==> src/rtl/pipeline_hazard_scheduler.sv <==
// Hazard/sequencing controller for the 5-stage pipeline: forwarding selects, load-use and
// branch stall/flush, and a small FSM that parks a MUL in Decode while the multiplier runs.
module pipeline_hazard_scheduler #(
  parameter int MUL_LATENCY = 4,
  parameter int CNT_W       = 4
) (
  input  logic       sys_clk,
  input  logic       sys_rst_n,
  input  logic [3:0] RA1D,
  input  logic [3:0] RA2D,
  input  logic [3:0] RA1E,
  input  logic [3:0] RA2E,
  input  logic [3:0] WA3E,
  input  logic [3:0] WA3M,
  input  logic [3:0] WA3W,
  input  logic       RegWriteM,
  input  logic       RegWriteW,
  input  logic       MemtoRegE,
  input  logic       BranchTakenE,
  input  logic       PCWrPendingF,
  input  logic       PCSrcW,
  input  logic       Mul_CtrlD,
  output logic       StallF,
  output logic       StallD,
  output logic       FlushD,
  output logic       FlushE,
  output logic [1:0] ForwardAE,
  output logic [1:0] ForwardBE,
  output logic       mul_start,
  output logic       mul_busy,
  output logic       mul_done
);

  typedef enum logic [1:0] {IDLE, BUSY, DONE} mulState_t;

  mulState_t        state, nextState;
  logic [CNT_W-1:0] count;
  logic             ldrStall, flushRaw, mulIssue, mulStall;

  // Memory-stage producer is younger, so it takes priority over Writeback.
  function automatic logic [1:0] fwdSel(input logic [3:0] ra);
    if (ra == WA3M && RegWriteM)      return 2'b10;
    else if (ra == WA3W && RegWriteW) return 2'b01;
    else                              return 2'b00;
  endfunction

  assign ldrStall = MemtoRegE & ((RA1D == WA3E) | (RA2D == WA3E));
  assign flushRaw = PCWrPendingF | PCSrcW | BranchTakenE;
  assign mulIssue = (state == IDLE) & Mul_CtrlD & ~ldrStall & ~flushRaw;
  assign mulStall = mulIssue | (state == BUSY);

  // NOTE: state-holding registers use non-blocking assignments so every flop samples
  // pre-edge values; blocking here would create order-dependent simulation races.
  always_ff @(posedge sys_clk or posedge sys_rst_n) begin
    if (sys_rst_n) begin
      state <= IDLE;
      count <= '0;
    end else begin
      state <= nextState;
      if (mulIssue)
        count <= CNT_W'(MUL_LATENCY - 1);
      else if (state == BUSY && count != '0)
        count <= count - 1'b1;
    end
  end

  // NOTE: every signal written here gets a default first, so no path leaves one
  // unassigned and no latch is inferred.
  always_comb begin
    nextState = state;
    StallF    = 1'b0;
    StallD    = 1'b0;
    FlushD    = 1'b0;
    FlushE    = 1'b0;
    ForwardAE = 2'b00;
    ForwardBE = 2'b00;
    mul_start = 1'b0;
    mul_busy  = 1'b0;
    mul_done  = 1'b0;

    unique case (state)
      IDLE:    if (mulIssue) nextState = BUSY;
      BUSY:    if (count == '0) nextState = DONE;
      DONE:    nextState = IDLE;
      default: nextState = IDLE;
    endcase

    // Reset is asynchronous, so the combinational outputs are gated as well.
    if (!sys_rst_n) begin
      StallF    = ldrStall | PCWrPendingF | mulStall;
      StallD    = ldrStall | mulStall;
      FlushD    = flushRaw;
      FlushE    = ldrStall | BranchTakenE | mulStall;
      ForwardAE = fwdSel(RA1E);
      ForwardBE = fwdSel(RA2E);
      mul_start = mulIssue;
      mul_busy  = (state == BUSY);
      mul_done  = (state == DONE);
    end
  end

endmodule

==> config.mk <==
export PLATFORM = sky130hd
export DESIGN_NAME = pipeline_hazard_scheduler
export DESIGN_NICKNAME = d
export VERILOG_FILES = /design/src/rtl/pipeline_hazard_scheduler.sv
export SDC_FILE = /design/constraint.sdc
export NUM_CORES = 1
export LEC_CHECK = 0
export ABC_CLOCK_PERIOD_IN_PS = 2700
export BUFFER_PORTS_ARGS = -buffer_cell sky130_fd_sc_hd__buf_4
export CORE_ASPECT_RATIO = 1.75
export CORE_MARGIN = 4
export CORE_UTILIZATION = 30
export CTS_CLUSTER_DIAMETER = 50
export DETAILED_ROUTE_END_ITERATION = 6
export PLACE_DENSITY_LB_ADDON = 0.12
export SYNTH_ARGS = -nofsm -noshare
export SYNTH_HDL_FRONTEND = slang
export SYNTH_SLANG_ARGS = --single-unit
==> constraint.sdc <==
create_clock -name sys_clk -period 2.7 [get_ports sys_clk]
set_input_delay 0.54 -clock sys_clk [delete_from_list [all_inputs] [get_ports sys_clk]]
set_output_delay 0.54 -clock sys_clk [all_outputs]
set_load 0.03 [all_outputs]
# [Word level (Yosys, flattened, before mapping)]
# Cells that the tools add are included.
[word_totals] register_bits=6 in_bits=37
[op_classes] eq_ne=10 n_reduce_logical=10 n_bitwise=15 n_mux=18 n_addsub=1
[ops] cell="4-bit == test" count=6
[ops] cell="2-bit 2-to-1 mux" count=6
[ops] cell="1-bit 2-to-1 mux" count=9
[ops] cell="1-bit bitwise OR" count=9
[ops] cell="4-bit 2-to-1 mux" count=2
[ops] cell="1-bit logical AND" count=5
[ops] cell="1-bit bitwise AND" count=4
[ops] cell="4-bit zero test" count=1
[ops] cell="2-bit one-hot mux with 2 select lines" count=1
[ops] cell="4-bit nonzero test" count=1
[ops] cell="4-bit by 1-bit subtractor with 4-bit output (second input constant)" count=1
[ops] cell="2-bit by 1-bit == test with 1-bit output (second input constant)" count=1
[ops] cell="2-bit == test (second input constant)" count=1
[ops] cell="2-bit zero test" count=1
[ops] cell="2-bit by 1-bit != test with 1-bit output (second input constant)" count=1
[ops] cell="2-bit != test (second input constant)" count=1
[ops] cell="1-bit NOT" count=2
[ops] cell="2-bit AND reduction" count=1
[ops] cell="2-bit nonzero test" count=1

# [Depth between registers and ports, before layout]
# Gate-level depths: netlist (run 1).
[logic_depth] ltp_word=9 mapped_depth=6 ltp_nobuf=6

# [Least setup slack after synthesis (run 1)]
# Ideal clock, no wire load.
[synth_timing] kind="input -> output" start="input port PCSrcW" end="output port mul_start" required_time_ns=2.160 stages=3 path_slack_ns=0.298 arrival_ns=1.862 path_buffers=0 path_cell_list="or4b_4 -> or3_4 -> nor3_2"
[synth_via] elab_chain_cells=5
[synth_lines] item="start, declared" line_no="21" rtl="input logic PCSrcW,"
[synth_lines] item="1-bit bitwise OR (2 in series)" line_no="48" rtl="assign flushRaw = PCWrPendingF | PCSrcW | BranchTakenE;"
[synth_lines] item="1-bit NOT" line_no="49" rtl="assign mulIssue = (state == IDLE) & Mul_CtrlD & ~ldrStall & ~flushRaw;"
[synth_lines] item="1-bit bitwise AND" line_no="49"
[synth_lines] item="1-bit 2-to-1 mux" line_no="89" rtl="if (!sys_rst_n) begin"
[synth_lines] item="end, declared" line_no="29" rtl="output logic mul_start,"
# Every way passes these cells.

# [Worst setup path after layout (run 1)]
# Same ends and word-level chain as after synthesis.

==> results.toml, run 1 <==
[global_route]
grt_max_degree = 11
grt_pass1_vias = 833
grt_use_total_pct = 13.4
grt_overflow = 0
grt_pass1_wl_mm = 3.26
antenna_found_initial = 0

[routing]
wire_per_inst_um = 12.5
viasPerCell = 4.86
drc = 0
dr_total_vias = 768
drt_wl_total_mm = 1.97
initialDrtViolationCount = 9
drtAntennaViolNets = 0
drtPass1Iterations = 3

[timing]
fmax_ghz = 0.414
hold_violations = 0
setup_viol_count_final = 0
tns_ns = 0
finalCritPeriodShare_pct = 89.5
rsz0062_at_grt = "false"
clock_skew_ns = 0.000613
period_needed_ns = 2.42
worstMarginPinSlew_ns = 0.412
relSlewSlack_pct = 72.3
drv_slew = 0
setup_slack_ns = 0.283

[clocking]
root_buffer = "clkbuf_4"
cts_buffers = 3
cts.sinks = 6
cts_tree = "built"
cts_resized = 0
insertion_delay_ns = 0.24
clk_path_buf_depth = 2
postCtsSetupBuffers = 0
ctsHoldBuffers = 0
htree_levels = 1
clk_pin_slew_worst_paths_ns = 0.05

[power]
p_leak_nw = 0.534
peakVddDrop_mv = 0.219
total_power_uw = 561
power_density_nw_per_um2 = 516

[cells_and_area]
num_antenna_cells = 0
final_cells = 158
final_cell_mix = "47 x buf_4, 20 x xor2_1, 8 x nor2_1"
filler_cell_count = 230
layout-drive-gt1-share_pct = 40.3
final_cell_area_um2 = 1090
final_common_cell = "buf_4"
multiInputGateArea_um2 = 515
regArea_um2 = 150
nets = 174
area_growth_pct = 58.7

[die]
die_y_um = 71.2
dieWidth_um = 44.1
die_area_um2 = 3140
rows = 22
ios = 48
core-area_um2 = 2150
start_util_pct = 31.9

[placement]
post-place-ws_ns = 0.273
dpl.hpwl_mm = 1.78
dp.cells = 155
place_congestion = 0.697
io_buffers = 47
placed_cell_area_um2 = 1060

[setup_path]
cp_slowest_cell = "or4b_4"
critPathMaxStageDelay_ns = 0.54
path_delay_family = "simple AND/OR/NAND/NOR gates"
rrSetupSlack_ns = 0.93
required_ns = 2.16
startpoint_type = "input pin"
path_max_fanout = 3
r2r_cells = 6
cp_common_cell = "buf_4"
critPathArrivalTime_ns = 1.88
critPathCaptureType = "output port"
path_class = "in2out"
crit_buf_inv = 2
cp_num_cells = 5
crit_chain = "buf_4 > or4b_4 > or3_4 > nor3_2 > buf_4"

[yosys]
yosysSeqAreaShare_pct = 21.9
ys.flop_type = "dfrtp_1"
syn_nets = 123
synth_area_per_cell_um2 = 8.05
synth_cell_types = 28
yosys_warnings = 0
ys_ff_latch = 6
synthesis.area_um2 = 684
syn_inst = 85
synth-edff-count = 0
async_flop_share_pct = 100

[job]
maxCapViolations = 0

[run_status]
status = "finished, final reports clean"

[hold_path]
min_path_type = "in2async"
==> report_power, final <==
part           internal, mW  switching, mW
Clock                0.0503         0.0329
Combinational         0.150          0.162
Sequential            0.130         0.0356
Total                 0.331          0.230
==> path summary, 6_finish.rpt <==
path / from / endpoint
min reg2reg: count[0]$_DFFE_PP0P_ / count[0]$_DFFE_PP0P_
max: PCSrcW / mul_start
max in group asynchronous: sys_rst_n / count[2]$_DFFE_PP0P_
min in group sys_clk: count[0]$_DFFE_PP0P_ / count[0]$_DFFE_PP0P_
max reg2reg: count[0]$_DFFE_PP0P_ / count[1]$_DFFE_PP0P_
min: sys_rst_n / state[0]$_DFFE_PP0P_
==> metal layers <==
layer,track usage [%],wire (µm),up-vias
met5,0,0,-
met4,4.03,8,0
met3,3.56,161,2
met2,28.1,1230,29
met1,11.0,575,343
li1,-,-,394
==> stage by stage <==
stage	util (%)	hold WS, ns
global route	50.6	0.339
detailed placement	49.5	0.570
global placement	49.5	0.565
finish	50.6	0.313
CTS	50.6	0.312
floorplan	-	0.511
==> cell usage after synthesis, types with 2 or more instances <==
master / instances / area (µm²)
a21oi_1: 4 / 20.0
nor2_1: 8 / 30.0
nand2_1: 2 / 7.51
nand4_1: 2 / 12.5
nor3_1: 6 / 30.0
dfrtp_1: 6 / 150
inv_1: 4 / 15.0
nor4_1: 3 / 18.8
o21ai_1: 3 / 15.0
xor2_1: 20 / 175
nand3_1: 3 / 15.0
xnor2_1: 5 / 43.8
nor2b_1: 3 / 18.8
o21a_1: 2 / 15.0
==> flip-flops by register name, indices dropped and copies added (netlist names) <==
| register | count |
|---|---|
| count | 4 |
| state | 2 |
==> logic make-up after synthesis <==
group / synth area share, %
flops: 21.9
simple gates: 29.8
mux: 1.46
fa+ha+maj: 1.83
xor+xnor: 32.0
buf+inv: 2.74
compound gates: 10.2
==> cell type report <==
type	instances	share of cell area, %
multi-input cells	74	47.5
repair buffers	47	32.5
flip-flops and latches	6	13.8
well taps	24	2.76
clock buffers	3	2.07
inverters	4	1.38
(Power assumes the default switching activity.)
==> run 2: changes to the inputs <==
- CORE_ASPECT_RATIO: 1.75 -> unset
- CORE_UTILIZATION: 30 -> 40
==> run 2 against run 1 <==
Cell count fell by 5.1%. Fmax fell by 0.16%. Flip-flop and latch count did not move. Largest cell class unchanged. Highest routed layer unchanged.
==> results.toml, run 2 (synthesis gave the netlist of run 1 again) <==
[timing]
hold_violations = 0
setup_viol_count_final = 0
drv_slew = 0
setup_slack_ns = 0.279
rsz0062_at_grt = "false"
hold_ws_ns = 0.306
tns_ns = 0
finalCritPeriodShare_pct = 89.7
worstMarginPinSlew_ns = 0.372
period_needed_ns = 2.42
fmax_ghz = 0.413
clock_skew_ns = 0.00368
relSlewSlack_pct = 75.0

[setup_path]
rrSetupSlack_ns = 0.97
critPathMaxStageDelay_ns = 0.54
cp_common_cell = "buf_4"
path_class = "in2out"
critPathArrivalTime_ns = 1.88
required_ns = 2.16
reg2reg_from = "count[0]$_DFFE_PP0P_"
crit_chain = "buf_4 > or4b_4 > or3_4 > nor3_2 > buf_4"
startpoint_type = "input pin"
critPathCaptureType = "output port"
r2r_cells = 6
cp_slowest_cell = "or4b_4"
path_max_fanout = 3
r2r-end = "count[1]$_DFFE_PP0P_"

[global_route]
grt_max_degree = 11
grt_pass1_vias = 841
grt_use_total_pct = 18.4
grt_pass1_wl_mm = 3.48
antenna_found_initial = 0
grt_overflow = 0

[routing]
initialDrtViolationCount = 5
dr_total_vias = 788
drtAntennaViolNets = 0
drt_wl_total_mm = 1.95
viasPerCell = 5.25
drtPass1Iterations = 4
drc = 0
wire_per_inst_um = 13.0

[cells_and_area]
regMostFlops = "count"
area_growth_pct = 57.2
final_common_cell = "buf_4"
filler_cell_count = 128
num_antenna_cells = 0
layout-drive-gt1-share_pct = 40.3
reg_top3 = "count (4), state (2)"
largest_reg_flops = 4
final_cell_mix = "47 x buf_4, 20 x xor2_1, 8 x nor2_1"
fin_util_pct = 69.0
nets = 174

[job]
maxCapViolations = 0

[clocking]
clk_pin_slew_worst_paths_ns = 0.04
cts.sinks = 6
cts_buffers = 3
clk_path_buf_depth = 2
root_buffer = "clkbuf_4"
cts_resized = 0
htree_levels = 1
cts_tree = "built"
insertion_delay_ns = 0.25
ctsHoldBuffers = 0
postCtsSetupBuffers = 0

[die]
die_area_um2 = 2440
dieWidth_um = 49.4
core-area_um2 = 1560
ios = 48
rows = 14
start_util_pct = 43.9
die_y_um = 49.4

[power]
peakVddDrop_mv = 0.234
power_density_nw_per_um2 = 515
p_leak_nw = 0.534

[placement]
io_buffers = 47
place_congestion = 0.730
post-place-ws_ns = 0.277
dpl.hpwl_mm = 1.76

[hold_path]
min_path_type = "in2async"

[run_status]
status = "finished, final reports clean"
run 2: critical path: cells and delay by family:
family | cells | cell delay [ns]
buffers and inverters | 2 | 0.29
and+or+nand+nor | 3 | 1.05
run 2: area by class of cell:
type	count	area, µm²	area share, %
Tap cell	16	20.0	1.86
Sequential cell	6	150	14.0
Clock buffer	3	22.5	2.09
Inverter	4	15.0	1.40
Timing Repair Buffer	47	353	32.8
Multi-Input combinational cell	74	515	47.9
run 2: report_power, final:
group	switching [mW]	internal [mW]
Sequential	0.0372	0.130
Clock	0.0314	0.0502
Combinational	0.156	0.150
run 2: worst max-delay path by stage:
| stage | to | cells past startpoint | startpoint |
|---|---|---|---|
| floorplan | mul_start | 3 | PCSrcW |
| global placement | mul_start | 5 | PCSrcW |
| detailed placement | mul_start | 5 | PCSrcW |
| CTS | mul_start | 5 | PCSrcW |
| global route | FlushE | 6 | WA3E[1] |
| finish | mul_start | 5 | PCSrcW |
run 2: per-layer routing:
metal | part of all wire, % | GRT usage [%]
met1 | 37 | 19.8
met2 | 52 | 31.0
met3 | 7.8 | 5.50
met4 | 2.9 | 11.4
met5 | 0 | 0
run 2: through the flow:
| step | power (mW) | area (µm²) | cells |
|---|---|---|---|
| floorplan | 0.361 | 684 | 85 |
| global placement | 0.468 | 1050 | 147 |
| detailed placement | 0.475 | 1050 | 147 |
| CTS | 0.565 | 1080 | 150 |
| global route | 0.614 | 1080 | 150 |
| finish | 0.554 | 1080 | 150 |
==> run 3: changes to the inputs <==
==> constraint.sdc (replaced) <==
create_clock -name sys_clk -period 2.7 [get_ports sys_clk]
set_input_delay 0.54 -clock sys_clk [delete_from_list [all_inputs] [get_ports sys_clk]]
set_output_delay 0.54 -clock sys_clk [all_outputs]
set_load 0.1 [all_outputs]
==> run 3 against run 2 <==
Global-route usage is 1.4 points lower. Die area is the same. Count of clock-buffer cells in the layout stayed put. Fmax is 3.9% lower. Clock power about the same. Worst hold slack improved by 0.012 ns. Cell count is 0.67% higher. Sequential power is essentially flat. First-iteration DRC count is 20% higher. Flip-flop and latch count unchanged.
==> results.toml, run 3 (synthesis gave the netlist of run 1 again) <==
[placement]
dp.cells = 148
post-place-ws_ns = 0.181
place_congestion = 0.713
dpl.hpwl_mm = 1.65
placed_cell_area_um2 = 1080
io_buffers = 47

[global_route]
antenna_found_initial = 0
grt_pass1_wl_mm = 3.22
grt_pass1_vias = 807
grt_use_total_pct = 16.9
grt_max_degree = 11
grt_overflow = 0

[cells_and_area]
final_cells = 151
area_growth_pct = 61.8
final_cell_mix = "48 x buf_4, 20 x xor2_1, 6 x nor3_1, 6 x nor2_1, 6 x dfrtp_1"
final_cell_area_um2 = 1110
layout-drive-gt1-share_pct = 45.2
regMostFlops = "count"
reg_top3 = "count (4), state (2)"
largest_reg_flops = 4
num_antenna_cells = 0
final_common_cell = "buf_4"
nets = 175

[setup_path]
path_class = "in2out"
critPathCaptureType = "output port"
cp_slowest_cell = "or4b_4"
crit_path_end = "FlushE"
required_ns = 2.16
critPathArrivalTime_ns = 1.98
startpoint_type = "input pin"
cp_common_cell = "buf_4"
r2r_cells = 6
crit_chain = "buf_4 > or4b_4 > a21oi_1 > nor2_1 > a21oi_2 > buf_4"
crit_start = "PCSrcW"
critPathMaxStageDelay_ns = 0.54
r2r-end = "count[1]$_DFFE_PP0P_"
rrSetupSlack_ns = 0.96
path_max_fanout = 3
reg2reg_from = "count[0]$_DFFE_PP0P_"

[die]
die_area_um2 = 2440
dieWidth_um = 49.4
ios = 48
die_y_um = 49.4
core-area_um2 = 1560
start_util_pct = 43.9
rows = 14

[clocking]
cts_resized = 0
ctsHoldBuffers = 0
postCtsSetupBuffers = 0
clk_path_buf_depth = 2
cts.sinks = 6
htree_levels = 1
cts_tree = "built"
clk_pin_slew_worst_paths_ns = 0.05
root_buffer = "clkbuf_4"
cts_buffers = 3
insertion_delay_ns = 0.25

[routing]
dr_total_vias = 772
initialDrtViolationCount = 6
wire_per_inst_um = 12.0
viasPerCell = 5.11
drt_wl_total_mm = 1.81
drc = 0
drtAntennaViolNets = 0
drtPass1Iterations = 4

[power]
total_power_uw = 643
p_leak_nw = 0.543
peakVddDrop_mv = 0.317
power_density_nw_per_um2 = 581

[timing]
hold_violations = 0
rsz0062_at_grt = "false"
fmax_ghz = 0.397
period_needed_ns = 2.52
finalCritPeriodShare_pct = 93.3
setup_viol_count_final = 0
drv_slew = 0
worstMarginPinSlew_ns = 0.465
relSlewSlack_pct = 68.8
clock_skew_ns = 0.00766
setup_slack_ns = 0.182

[run_status]
status = "finished, final reports clean"

[job]
maxCapViolations = 0

[hold_path]
min_path_type = "in2async"
## run 3: cell count changes in the layout (fill, tap and decap cells not counted), sizes merged
cell	previous run	this run
buf	47	48
## run 3: metal layers
| metal | vias up | share of wire [%] | GRT usage (%) |
|---|---|---|---|
| li1 | 399 | - | - |
| met1 | 340 | 34 | 16.2 |
| met2 | 29 | 54 | 30.1 |
| met4 | 0 | 2.1 | 10.9 |
| met5 | - | 0 | 0 |
| met3 | 4 | 9.4 | 6.12 |
## run 3: worst max-delay path: cells and delay by family
family | cells | cell delay [ns]
AO/OA/AOI/OAI | 2 | 0.40
AND/OR/NAND/NOR | 2 | 0.63
buffers and inverters | 2 | 0.41
## run 3: worst min-delay path by stage
stage / from / endpoint / slack [ns] / cells past startpoint
3_5_place_dp: count[0]$_DFFE_PP0P_ / count[0]$_DFFE_PP0P_ / 0.56 / 2
4_1_cts: sys_rst_n / state[1]$_DFFE_PP0P_ / 0.33 / 2
5_1_grt: sys_rst_n / state[1]$_DFFE_PP0P_ / 0.33 / 2
6_report: sys_rst_n / state[1]$_DFFE_PP0P_ / 0.32 / 2
3_3_place_gp: count[0]$_DFFE_PP0P_ / count[0]$_DFFE_PP0P_ / 0.56 / 2
2_1_floorplan: count[1]$_DFFE_PP0P_ / count[1]$_DFFE_PP0P_ / 0.51 / 2
## run 3: report_power, final
group	leakage [nW]	internal [mW]	total (mW)	switching (mW)
logic	0.455	0.153	0.395	0.243
clock network	0.0138	0.0502	0.0814	0.0313
registers	0.0746	0.130	0.167	0.0367
total	0.543	0.333	0.643	0.311
## run 3: cell type report
class / count / area (µm²)
repair buffers: 48 / 360
well taps: 16 / 20.0
clock buffers: 3 / 22.5
inverters: 4 / 15.0
multi-input cells: 74 / 539
fillers: 135 / 452
flip-flops and latches: 6 / 150
## run 3: per-stage QoR
stage	hold slack (ns)	utilization [%]	setup TNS, ns
global route	0.327	71.0	0
finish	0.318	71.0	0
detailed placement	0.555	69.6	0
floorplan	0.511	-	-0.153
CTS	0.326	71.0	0
global placement	0.564	69.6	0
